$ cat src/rtl/sa4_refill_ctrl_pkg.sv
// Shared definitions for the SA4 cache refill path: default widths, the
// beats-per-line derivation and the refill controller state encoding.
package sa4_cache_pkg;

    localparam int unsigned ADDR_W   = 32;
    localparam int unsigned DATA_W   = 32;
    localparam int unsigned OFFSET_W = 4;
    localparam int unsigned CNT_W    = 16;

    // A word is 4 bytes, so a line of 2**off_w bytes holds 2**(off_w-2) words.
    function automatic int unsigned beats_of(input int unsigned off_w);
        return 32'(1) << (off_w - 2);
    endfunction

    localparam int unsigned BEATS  = beats_of(OFFSET_W);
    localparam int unsigned BEAT_W = OFFSET_W - 2;

    typedef enum logic [1:0] {
        IDLE = 2'd0,
        REQ  = 2'd1,
        RECV = 2'd2,
        DONE = 2'd3
    } state_e;

endpackage

$ cat src/rtl/sa4_refill_ctrl_if.sv
// Refill bus bundle: cache miss handshake, memory burst request/response and
// fill beats back to the cache.
//   master : refill controller view (drives miss_ready, mem_req_*, fill_*)
//   slave  : cache/memory view (drives miss_*, mem_req_ready, mem_rsp_*)
interface sa4_refill_ctrl_if
    import sa4_cache_pkg::*;
#(
    parameter int unsigned ADDR_W   = sa4_cache_pkg::ADDR_W,
    parameter int unsigned DATA_W   = sa4_cache_pkg::DATA_W,
    parameter int unsigned OFFSET_W = sa4_cache_pkg::OFFSET_W
) ();

    logic                  miss_valid;
    logic [ADDR_W-1:0]     miss_addr;
    logic                  miss_ready;

    logic                  mem_req_valid;
    logic [ADDR_W-1:0]     mem_req_addr;
    logic                  mem_req_ready;

    logic                  mem_rsp_valid;
    logic [DATA_W-1:0]     mem_rsp_data;

    logic                  fill_valid;
    logic [OFFSET_W-3:0]   fill_idx;
    logic [DATA_W-1:0]     fill_data;
    logic [ADDR_W-1:0]     fill_addr;
    logic                  fill_done;

    modport master (
        input  miss_valid, miss_addr, mem_req_ready, mem_rsp_valid, mem_rsp_data,
        output miss_ready, mem_req_valid, mem_req_addr,
               fill_valid, fill_idx, fill_data, fill_addr, fill_done
    );

    modport slave (
        output miss_valid, miss_addr, mem_req_ready, mem_rsp_valid, mem_rsp_data,
        input  miss_ready, mem_req_valid, mem_req_addr,
               fill_valid, fill_idx, fill_data, fill_addr, fill_done
    );

endinterface

$ cat src/rtl/sa4_refill_ctrl.sv
// Miss-refill controller behind SA4_CACHE. Accepts one miss at a time, issues
// one line-aligned burst read, streams the returned words back as registered
// fill beats and pulses fill_done with the last beat. Also keeps a saturating
// count of accepted misses and a sticky flag for responses outside RECV.
// Ports:
//   clk        rising-edge clock
//   rst        asynchronous active-low reset
//   bus        refill bundle (master view)
//   miss_count accepted misses, saturating at all-ones
//   err_stray  sticky: mem_rsp_valid seen outside RECV
module sa4_refill_ctrl
    import sa4_cache_pkg::*;
#(
    parameter int unsigned ADDR_W   = sa4_cache_pkg::ADDR_W,
    parameter int unsigned DATA_W   = sa4_cache_pkg::DATA_W,
    parameter int unsigned OFFSET_W = sa4_cache_pkg::OFFSET_W,
    parameter int unsigned CNT_W    = sa4_cache_pkg::CNT_W
) (
    input  logic               clk,
    input  logic               rst,
    sa4_refill_ctrl_if.master  bus,
    output logic [CNT_W-1:0]   miss_count,
    output logic               err_stray
);

    localparam int unsigned BW     = OFFSET_W - 2;
    localparam int unsigned NBEATS = beats_of(OFFSET_W);

    state_e              state_q, state_d;
    logic [BW-1:0]       beat_q, beat_d;
    logic [ADDR_W-1:0]   line_addr_q, line_addr_d;
    logic                miss_ready_q, miss_ready_d;
    logic                mem_req_valid_q, mem_req_valid_d;
    logic                fill_valid_q, fill_valid_d;
    logic [BW-1:0]       fill_idx_q, fill_idx_d;
    logic [DATA_W-1:0]   fill_data_q, fill_data_d;
    logic                fill_done_q, fill_done_d;
    logic [CNT_W-1:0]    miss_count_q, miss_count_d;
    logic                err_stray_q, err_stray_d;

    // State and output registers.
    always_ff @(posedge clk or negedge rst) begin
        if (!rst) begin
            state_q         <= IDLE;
            beat_q          <= '0;
            line_addr_q     <= '0;
            miss_ready_q    <= 1'b1;
            mem_req_valid_q <= 1'b0;
            fill_valid_q    <= 1'b0;
            fill_idx_q      <= '0;
            fill_data_q     <= '0;
            fill_done_q     <= 1'b0;
            miss_count_q    <= '0;
            err_stray_q     <= 1'b0;
        end else begin
            state_q         <= state_d;
            beat_q          <= beat_d;
            line_addr_q     <= line_addr_d;
            miss_ready_q    <= miss_ready_d;
            mem_req_valid_q <= mem_req_valid_d;
            fill_valid_q    <= fill_valid_d;
            fill_idx_q      <= fill_idx_d;
            fill_data_q     <= fill_data_d;
            fill_done_q     <= fill_done_d;
            miss_count_q    <= miss_count_d;
            err_stray_q     <= err_stray_d;
        end
    end

    // Next state and next outputs.
    always_comb begin
        state_d      = state_q;
        beat_d       = beat_q;
        line_addr_d  = line_addr_q;
        fill_valid_d = 1'b0;
        fill_idx_d   = fill_idx_q;
        fill_data_d  = fill_data_q;
        miss_count_d = miss_count_q;
        err_stray_d  = err_stray_q | (bus.mem_rsp_valid && (state_q != RECV));

        case (state_q)
            IDLE: begin
                if (bus.miss_valid) begin
                    line_addr_d = {bus.miss_addr[ADDR_W-1:OFFSET_W], OFFSET_W'(0)};
                    state_d     = REQ;
                    if (miss_count_q != '1) begin
                        miss_count_d = miss_count_q + CNT_W'(1);
                    end
                end
            end
            REQ: begin
                if (bus.mem_req_ready) begin
                    state_d = RECV;
                    beat_d  = '0;
                end
            end
            RECV: begin
                // Only valid responses advance the beat; idle gaps are legal.
                if (bus.mem_rsp_valid) begin
                    fill_valid_d = 1'b1;
                    fill_data_d  = bus.mem_rsp_data;
                    fill_idx_d   = beat_q;
                    beat_d       = beat_q + BW'(1);
                    if (beat_q == BW'(NBEATS - 1)) begin
                        state_d = DONE;
                    end
                end
            end
            DONE: begin
                state_d = IDLE;
                beat_d  = '0;
            end
            default: begin
                state_d = IDLE;
            end
        endcase

        // Registered versions of the state decodes line up with state_q.
        miss_ready_d    = (state_d == IDLE);
        mem_req_valid_d = (state_d == REQ);
        fill_done_d     = (state_d == DONE);
    end

    assign bus.miss_ready    = miss_ready_q;
    assign bus.mem_req_valid = mem_req_valid_q;
    assign bus.mem_req_addr  = line_addr_q;
    assign bus.fill_valid    = fill_valid_q;
    assign bus.fill_idx      = fill_idx_q;
    assign bus.fill_data     = fill_data_q;
    assign bus.fill_addr     = line_addr_q;
    assign bus.fill_done     = fill_done_q;
    assign miss_count        = miss_count_q;
    assign err_stray         = err_stray_q;

endmodule

$ cat src/flat_wrapper.sv
// flat-port wrapper written by rule: the top's interface ports become plain ports
module sa4_refill_ctrl_flat import sa4_cache_pkg::*;
#(
    parameter int unsigned ADDR_W   = sa4_cache_pkg::ADDR_W,
    parameter int unsigned DATA_W   = sa4_cache_pkg::DATA_W,
    parameter int unsigned OFFSET_W = sa4_cache_pkg::OFFSET_W,
    parameter int unsigned CNT_W    = sa4_cache_pkg::CNT_W
)
  (clk, rst, miss_count, err_stray, bus_miss_valid, bus_miss_addr, bus_mem_req_ready, bus_mem_rsp_valid, bus_mem_rsp_data, bus_miss_ready, bus_mem_req_valid, bus_mem_req_addr, bus_fill_valid, bus_fill_idx, bus_fill_data, bus_fill_addr, bus_fill_done);
  sa4_refill_ctrl_if #(.ADDR_W(ADDR_W), .DATA_W(DATA_W), .OFFSET_W(OFFSET_W)) bus_i ();
  input  logic clk;
  input  logic rst;
  output logic [CNT_W-1:0] miss_count;
  output logic err_stray;
  input wire logic [$bits(bus_i.miss_valid)-1:0] bus_miss_valid;
  input wire logic [$bits(bus_i.miss_addr)-1:0] bus_miss_addr;
  input wire logic [$bits(bus_i.mem_req_ready)-1:0] bus_mem_req_ready;
  input wire logic [$bits(bus_i.mem_rsp_valid)-1:0] bus_mem_rsp_valid;
  input wire logic [$bits(bus_i.mem_rsp_data)-1:0] bus_mem_rsp_data;
  output wire logic [$bits(bus_i.miss_ready)-1:0] bus_miss_ready;
  output wire logic [$bits(bus_i.mem_req_valid)-1:0] bus_mem_req_valid;
  output wire logic [$bits(bus_i.mem_req_addr)-1:0] bus_mem_req_addr;
  output wire logic [$bits(bus_i.fill_valid)-1:0] bus_fill_valid;
  output wire logic [$bits(bus_i.fill_idx)-1:0] bus_fill_idx;
  output wire logic [$bits(bus_i.fill_data)-1:0] bus_fill_data;
  output wire logic [$bits(bus_i.fill_addr)-1:0] bus_fill_addr;
  output wire logic [$bits(bus_i.fill_done)-1:0] bus_fill_done;
  assign bus_i.miss_valid = bus_miss_valid;
  assign bus_i.miss_addr = bus_miss_addr;
  assign bus_i.mem_req_ready = bus_mem_req_ready;
  assign bus_i.mem_rsp_valid = bus_mem_rsp_valid;
  assign bus_i.mem_rsp_data = bus_mem_rsp_data;
  assign bus_miss_ready = bus_i.miss_ready;
  assign bus_mem_req_valid = bus_i.mem_req_valid;
  assign bus_mem_req_addr = bus_i.mem_req_addr;
  assign bus_fill_valid = bus_i.fill_valid;
  assign bus_fill_idx = bus_i.fill_idx;
  assign bus_fill_data = bus_i.fill_data;
  assign bus_fill_addr = bus_i.fill_addr;
  assign bus_fill_done = bus_i.fill_done;
  sa4_refill_ctrl #(.ADDR_W(ADDR_W), .DATA_W(DATA_W), .OFFSET_W(OFFSET_W), .CNT_W(CNT_W)) u_core (.clk(clk), .rst(rst), .bus(bus_i), .miss_count(miss_count), .err_stray(err_stray));
endmodule
$ cat config.mk
export PLATFORM = sky130hd
export DESIGN_NAME = sa4_refill_ctrl_flat
export DESIGN_NICKNAME = d
export VERILOG_FILES = /design/src/rtl/sa4_refill_ctrl_pkg.sv /design/src/rtl/sa4_refill_ctrl_if.sv /design/src/rtl/sa4_refill_ctrl.sv /design/src/flat_wrapper.sv
export SDC_FILE = /design/constraint.sdc
export NUM_CORES = 1
export LEC_CHECK = 0
export ABC_AREA = 1
export BUFFER_PORTS_ARGS = -buffer_cell sky130_fd_sc_hd__buf_2
export CAP_MARGIN = 20
export CORE_MARGIN = 2
export CORE_UTILIZATION = 50
export DETAILED_ROUTE_END_ITERATION = 7
export GPL_TIMING_DRIVEN = 0
export PLACE_DENSITY_LB_ADDON = 0.05
export SYNTH_ARGS = -nofsm -noshare
export SYNTH_HDL_FRONTEND = slang
export SYNTH_SLANG_ARGS = --single-unit
$ cat constraint.sdc
create_clock -name clk -period 4 [get_ports clk]
set_input_delay 0.2 -clock clk [delete_from_list [all_inputs] [get_ports clk]]
set_output_delay 0.2 -clock clk [all_outputs]
set_load 0.01 [all_outputs]
==> results of run 1 <==
## state kept, by name, indices dropped and copies added (netlist names)
register                  count
u_core.err_stray              1
u_core.state_q                2
u_core.bus.fill_idx           2
u_core.bus.fill_addr         28
u_core.bus.mem_req_valid      1
u_core.bus.miss_ready         1
u_core.bus.fill_data         32
u_core.miss_count            16
u_core.bus.fill_done          1
u_core.beat_q                 2
u_core.bus.fill_valid         1
## critical path: cells and delay by family, from the launching register on
kind	cells	cell delay (ns)
buffers and inverters	1	0.20
flip-flops	1	0.49
adder cells (fa/ha/maj)	1	0.35
AND/OR/NAND/NOR	4	0.47
AO/OA/AOI/OAI	1	0.12
## logic make-up (layout without fill, tap and decap cells)
group           Yosys count  in the layout  synth area share (%)
compound gates           12             12                 1.698
xor+xnor                  5              5                 1.101
fa+ha+maj                 2              2                0.6288
buf+inv                  69            262                 10.72
flops                    87             87                 54.75
other cells               1              8               0.09425
simple gates            303            303                 31.01
## metrics by stage
step           setup WS [ns]  area [um2]  util [%]  hold slack, ns  instances
2_1_floorplan          2.460        4005         -        -0.09559        486
3_3_place_gp           1.978        5009     64.82          0.3927        763
3_5_place_dp           2.285        5031     65.11          0.2299        764
4_1_cts                2.262        5254     67.99         0.02695        781
5_1_grt                2.138        5254     67.99         0.02981        781
6_report               2.271        5254     67.99         0.03923        781
## cells in the mapped netlist, drive strengths merged
library cell	instances	area share (%)
inv	19	1.8
dfrtp	86	54
nor2	22	2.5
o21a	1	0.19
ha	2	0.63
nand3b	2	0.38
o21ai	8	1.0
conb	1	0.094
nand3	9	1.4
nor3	4	0.63
a22oi	1	0.19
clkbuf	2	0.19
buf	48	8.7
nand4	7	1.1
nand2	257	25
xnor2	5	1.1
a21oi	1	0.13
and2	2	0.31
dfstp	1	0.66
o21bai	1	0.19
## cell type report
type,instances,share of cell area (%)
Timing Repair Buffer,177,17.29
Clock buffer,11,2.501
Tap cell,102,2.429
Buffer,50,6.764
Inverter,19,1.357
Sequential cell,87,41.46
Multi-Input combinational cell,330,26.65
Clock inverter,5,1.548
## metal layers
layer | track usage [%] | wire [um] | vias up
met5 | 0 | 0 | -
met4 | 7.966 | 168 | 0
met3 | 3.384 | 543 | 16
met2 | 36.71 | 4312 | 131
met1 | 28.25 | 4029 | 1606
li1 | - | - | 1819
## power by group through the flow
stage	logic, uW	registers [uW]	clock network (uW)
after global placement	1580	1470	0
after global routing	1790	1530	711
final	1590	1470	661
after floorplan	801	1630	0
after detailed placement	1610	1490	0
after CTS	1620	1470	673
## layout by cell type (no fill, tap or decap), types with 2 or more instances in the layout
cell / n
buf_4: 40
nor3_1: 3
nand2_1: 254
o21ai_0: 8
conb_1: 8
inv_1: 16
bufinv_16: 2
nand2_4: 2
nand3b_1: 2
clkbuf_8: 9
buf_2: 182
nor2_1: 19
nor2_4: 2
xnor2_1: 5
nand3_2: 2
inv_2: 3
nand3_1: 7
dfrtp_1: 86
and2_1: 2
ha_1: 2
nand4_1: 7
clkbuf_1: 4
## worst min-delay path by stage
stage	end	slack (ns)	cells past startpoint
final	u_core.bus.fill_data[17]	0.04	3
after global routing	u_core.bus.fill_data[17]	0.03	3
after CTS	u_core.bus.fill_addr[9]	0.03	3
after detailed placement	u_core.miss_count[10]	0.23	1
after global placement	u_core.bus.fill_data[5]	0.39	3
after floorplan	u_core.beat_q[0]	-0.1	0
==> flow_metrics.env, run 1 <==
export IMPL_cts_resized=0
export IMPL_startpoint="u_core.miss_count[0]"
export IMPL_core_area_mm2=0.007727
export IMPL_cpMaxStageDelayCell="dfrtp_1"
export IMPL_cp_start_kind="register"
export IMPL_grt_max_degree=45
export IMPL_pwr_share_seq_pct=39.6
export IMPL_nets=745
export IMPL_timing_rr_start="u_core.miss_count[0]"
export IMPL_hold_start="bus_mem_rsp_data[17]"
export IMPL_core_rowCount=32
export IMPL_criticalPathCategory="reg -> reg"
export IMPL_syn_to_final_growth_pct=32.04
export IMPL_crit_fanout=10
export IMPL_min_path_type="in -> reg"
export IMPL_worst_pin_slew_ns=0.5587
export IMPL_reg2reg_to="u_core.miss_count[4]"
export IMPL_fin_crit_ns=1.729
export IMPL_antenna_found_initial=0
export IMPL_root_buffer="clkbuf_8"
export IMPL_comb_power_share_pct=42.7
export IMPL_cap_violations=0
export IMPL_p_switching_uw=1409
export IMPL_status="finished, final reports clean"
export IMPL_reg2regPathDepth=7
export IMPL_grt_pass1_wl_mm=14.93
export IMPL_synth_distinct_cells=29
export IMPL_worst_setup_path_end_kind="register"
export IMPL_n_fill_cell=691
export IMPL_avgSynthCellArea_um2=8.307
export IMPL_crit_path_max_incr_delay_ns=0.49
export IMPL_yosysWarnings=0
export IMPL_critPathArrivalTime_ns=1.96
export IMPL_required_ns=4.24
export IMPL_ioPinCount=188
export IMPL_vias=3572
export IMPL_ys_seq_area_share_pct=54.75
export IMPL_total_power_uw=3726
export IMPL_grt_remaining_overflow=0
export IMPL_initial_utilization_pct=51.49
export IMPL_dieWidth_um=93.21
export IMPL_setup_worst_path_end="u_core.miss_count[4]"
export IMPL_drtIter0Drc=118
export IMPL_diodes=0
export IMPL_period_share_pct=43.22
export IMPL_rsz0062_at_grt="no"
export IMPL_cts_tree="built"
export IMPL_multi_input_area_mm2=0.001400
export IMPL_slew_headroom_pct=62.75
export IMPL_clkPwrFrac_pct=17.7
export IMPL_wl_mm=9.053
export IMPL_ir_worst_vdd_mv=0.3328
export IMPL_grt_use_total_pct=21.65
export IMPL_drt_vias_per_instance=4.574
export IMPL_grt_pass1_vias=3243
export IMPL_dr_pass1_iters=4
export IMPL_drive_above_1_share_pct=36.97
export IMPL_fin_worst_skew_ns=0.01018
export IMPL_place_gp_congestion=0.8214
export IMPL_die_area_mm2=0.008687
export IMPL_drc=0
export IMPL_io_buffers=175
export IMPL_leakagePower_uw=0.003082
export IMPL_crit_path_cell_trace="ha_1, nand3_2, nor2_4, a21oi_1, buf_2, nand2_1, nand2_1"
export IMPL_post_dp_hpwl_mm=6.918
export IMPL_finalSetupTns_ns=0
export IMPL_clk_latency_ns=0.35
export IMPL_hold_viol=0
export IMPL_slew_violations=0
export IMPL_p_per_area_mw_per_mm2=709.1
export IMPL_wl_per_cell_um=11.59
export IMPL_max_freq_mhz=578.5
export IMPL_clk_pin_slew_ns=0.09
export IMPL_seq_area_mm2=0.002178
export IMPL_path_common_cell="nand2_1"
export IMPL_p_sw_share_pct=37.81
export IMPL_syn_area_mm2=0.003979
export IMPL_synth_seq_cells=87
export IMPL_clock_sinks=87
export IMPL_syn_inst=479
export IMPL_cts_htree_levels=3
export IMPL_drtAntennaViolNets=0
export IMPL_cts_buffers=9
export IMPL_setup_viol=0
export IMPL_p_int_uw=2317
export IMPL_die_h_um=93.21
export IMPL_cts_hold_buf=1
export IMPL_ctsLongestPathBuffers=2
export IMPL_post_cts_buffers=0
export IMPL_rrSetupSlack_ns=2.27
Power figures use the tool's default switching activity.
==> inputs of run 2 (changes only) <==
CORE_UTILIZATION = 47   (was 50)
clock period = 1.6 ns   (was 4 ns; I/O delays follow)
==> run 2 against run 1 <==
Effect of this change:
- routed wire length up 16%
- final cell count up 8.2%
- register-to-register slack worse by 2.1 ns
- sequential cell count stayed put
- setup slack got worse by 2.1 ns
- die area is 6.1% higher
- maximum frequency increased by 17%
- clock skew decreased by 0.0027 ns
- hold slack lost 0.012 ns
- total power increased to 2.6 times the previous value
- critical endpoint is now u_core.miss_count[0]
- largest cell class unchanged
==> flow_metrics.env, run 2 (synthesis gave the netlist of run 1 again) <==
export IMPL_cap_violations=0
export IMPL_rrSetupSlack_ns=0.12
export IMPL_critPathArrivalTime_ns=1.76
export IMPL_drc=0
export IMPL_die_h_um=96.01
export IMPL_status="finished, final reports clean"
export IMPL_cp_start_kind="register"
export IMPL_grt_pass1_vias=3635
export IMPL_io_buffers=175
export IMPL_reg2regPathDepth=7
export IMPL_rsz0062_at_grt="no"
export IMPL_setup_viol=0
export IMPL_final_area_mm2=0.005921
export IMPL_antenna_found_initial=0
export IMPL_finalSetupTns_ns=0
export IMPL_placed_cell_area_mm2=0.005042
export IMPL_core_rowCount=33
export IMPL_cts_tree="built"
export IMPL_instances_no_fill=845
export IMPL_core_area_mm2=0.008217
export IMPL_timing_rr_start="u_core.miss_count[0]"
export IMPL_slew_violations=0
export IMPL_fin_crit_ns=1.478
export IMPL_grt_pass1_wl_mm=16.50
export IMPL_grt_use_total_pct=23.08
export IMPL_post_dp_hpwl_mm=6.976
export IMPL_worst_setup_path_end_kind="register"
export IMPL_period_share_pct=92.35
export IMPL_fin_worst_skew_ns=0.007464
export IMPL_dieWidth_um=96.01
export IMPL_wl_mm=10.55
export IMPL_nets=807
export IMPL_drtIter0Drc=132
export IMPL_syn_to_final_growth_pct=48.81
export IMPL_cts_buffers=9
export IMPL_clk_latency_ns=0.35
export IMPL_initial_utilization_pct=48.42
export IMPL_min_path_type="in -> reg"
export IMPL_layout_commonest_cell="nand2_1"
export IMPL_diodes=0
export IMPL_p_per_area_mw_per_mm2=1650
export IMPL_setup_worst_path_end="u_core.miss_count[0]"
export IMPL_root_buffer="clkbuf_8"
export IMPL_dr_pass1_iters=5
export IMPL_required_ns=1.88
export IMPL_criticalPathCategory="reg -> reg"
export IMPL_grt_max_degree=55
export IMPL_max_freq_mhz=676.8
export IMPL_drtAntennaViolNets=0
export IMPL_final_cell_mix="254 x nand2_1, 182 x buf_2, 84 x dfrtp_1, 61 x dlygate4sd3_1, 42 x buf_4"
export IMPL_grt_remaining_overflow=0
export IMPL_reg2reg_to="u_core.miss_count[0]"
export IMPL_place_gp_congestion=0.8477
export IMPL_cts_htree_levels=3
export IMPL_fin_util_pct=72.06
export IMPL_clock_sinks=87
export IMPL_n_fill_cell=662
export IMPL_placed_cells=767
export IMPL_die_area_mm2=0.009218
export IMPL_p_int_uw=6103
export IMPL_pwr_share_seq_pct=38.1
export IMPL_largest_reg_flops=32
export IMPL_comb_power_share_pct=43.4
export IMPL_startpoint="u_core.miss_count[0]"
export IMPL_total_power_uw=9767
export IMPL_p_sw_share_pct=37.52
export IMPL_clkPwrFrac_pct=18.5
export IMPL_drive_above_1_share_pct=34.86
export IMPL_hold_viol=0
export IMPL_drt_vias_per_instance=4.619
export IMPL_leakagePower_uw=0.003355
export IMPL_wl_per_cell_um=12.48
export IMPL_ir_worst_vdd_mv=0.9063
export IMPL_crit_fanout=10
export IMPL_p_switching_uw=3664
export IMPL_clk_pin_slew_ns=0.08
export IMPL_ioPinCount=188
export IMPL_ctsLongestPathBuffers=2
export IMPL_vias=3903
run 2: cell types whose count changed in the layout (fill, tap and decap cells not counted), moves of 2 or more:
cell,before,now
dfrtp_1,86,84
dlygate4sd3_1,1,61
clkbuf_1,4,2
dfrtp_2,0,2
buf_4,40,42
run 2: worst min path at each step:
stage	startpoint	to	slack (ns)	depth (start not counted)
detailed placement	rst	u_core.bus.fill_addr[24]	0.07	1
global placement	bus_mem_rsp_data[5]	u_core.bus.fill_data[5]	0.27	3
global route	bus_mem_rsp_valid	u_core.err_stray	0.05	3
floorplan	rst	u_core.beat_q[0]	-0.22	0
finish	bus_mem_rsp_valid	u_core.err_stray	0.03	3
CTS	bus_mem_rsp_valid	u_core.err_stray	0.009	3
run 2: through the flow:
stage,hold WS (ns),worst slack [ns]
2_1_floorplan,-0.2156,0.06006
3_3_place_gp,0.2730,-0.3320
3_5_place_dp,0.06982,-0.09801
4_1_cts,0.008741,0.01450
5_1_grt,0.05469,0.02676
6_report,0.02710,0.1224
run 2: area by class of cell:
class | count | area [um2] | area share, %
well taps | 105 | 131.4 | 2.219
repair buffers | 239 | 1531 | 25.87
inverters | 19 | 71.32 | 1.205
multi-input cells | 330 | 1415 | 23.90
clock buffers | 10 | 127.6 | 2.156
flip-flops and latches | 87 | 2181 | 36.83
clock inverters | 5 | 106.4 | 1.796
plain buffers | 50 | 356.6 | 6.023
run 2: what timing repair did:
| item | in CTS | in global routing |
|---|---|---|
| hold endpoints to repair | 93 | 0 |
| pin swaps | 0 | 0 |
| setup buffers | 0 | 2 |
| resized for setup | 2 | 5 |
| setup endpoints to repair | 11 | 13 |
| hold buffers | 61 | 0 |
run 2: worst max-delay path, stage by stage (launching register included):
cell     delay [ns]
dfrtp_2        0.46
ha_4           0.20
nand3_2        0.12
nor2_4         0.07
a21oi_1        0.17
buf_2          0.25
nand2_1        0.09
nand2_1        0.06
run 2: power groups by stage:
stage	Clock (uW)	Sequential (uW)	Combinational, uW
global route	1940	3820	4750
floorplan	0	4060	2000
global placement	0	3680	3950
finish	1810	3720	4240
CTS	1870	3690	4160
detailed placement	0	3720	4030
run 2: per-layer routing:
| metal | global-route usage [%] | wire length (um) | vias to the layer above |
|---|---|---|---|
| met5 | 0 | 0 | - |
| met4 | 9.881 | 226 | 0 |
| met3 | 3.759 | 658 | 19 |
| met2 | 40.16 | 5294 | 142 |
| met1 | 28.29 | 4366 | 1811 |
| li1 | - | - | 1931 |
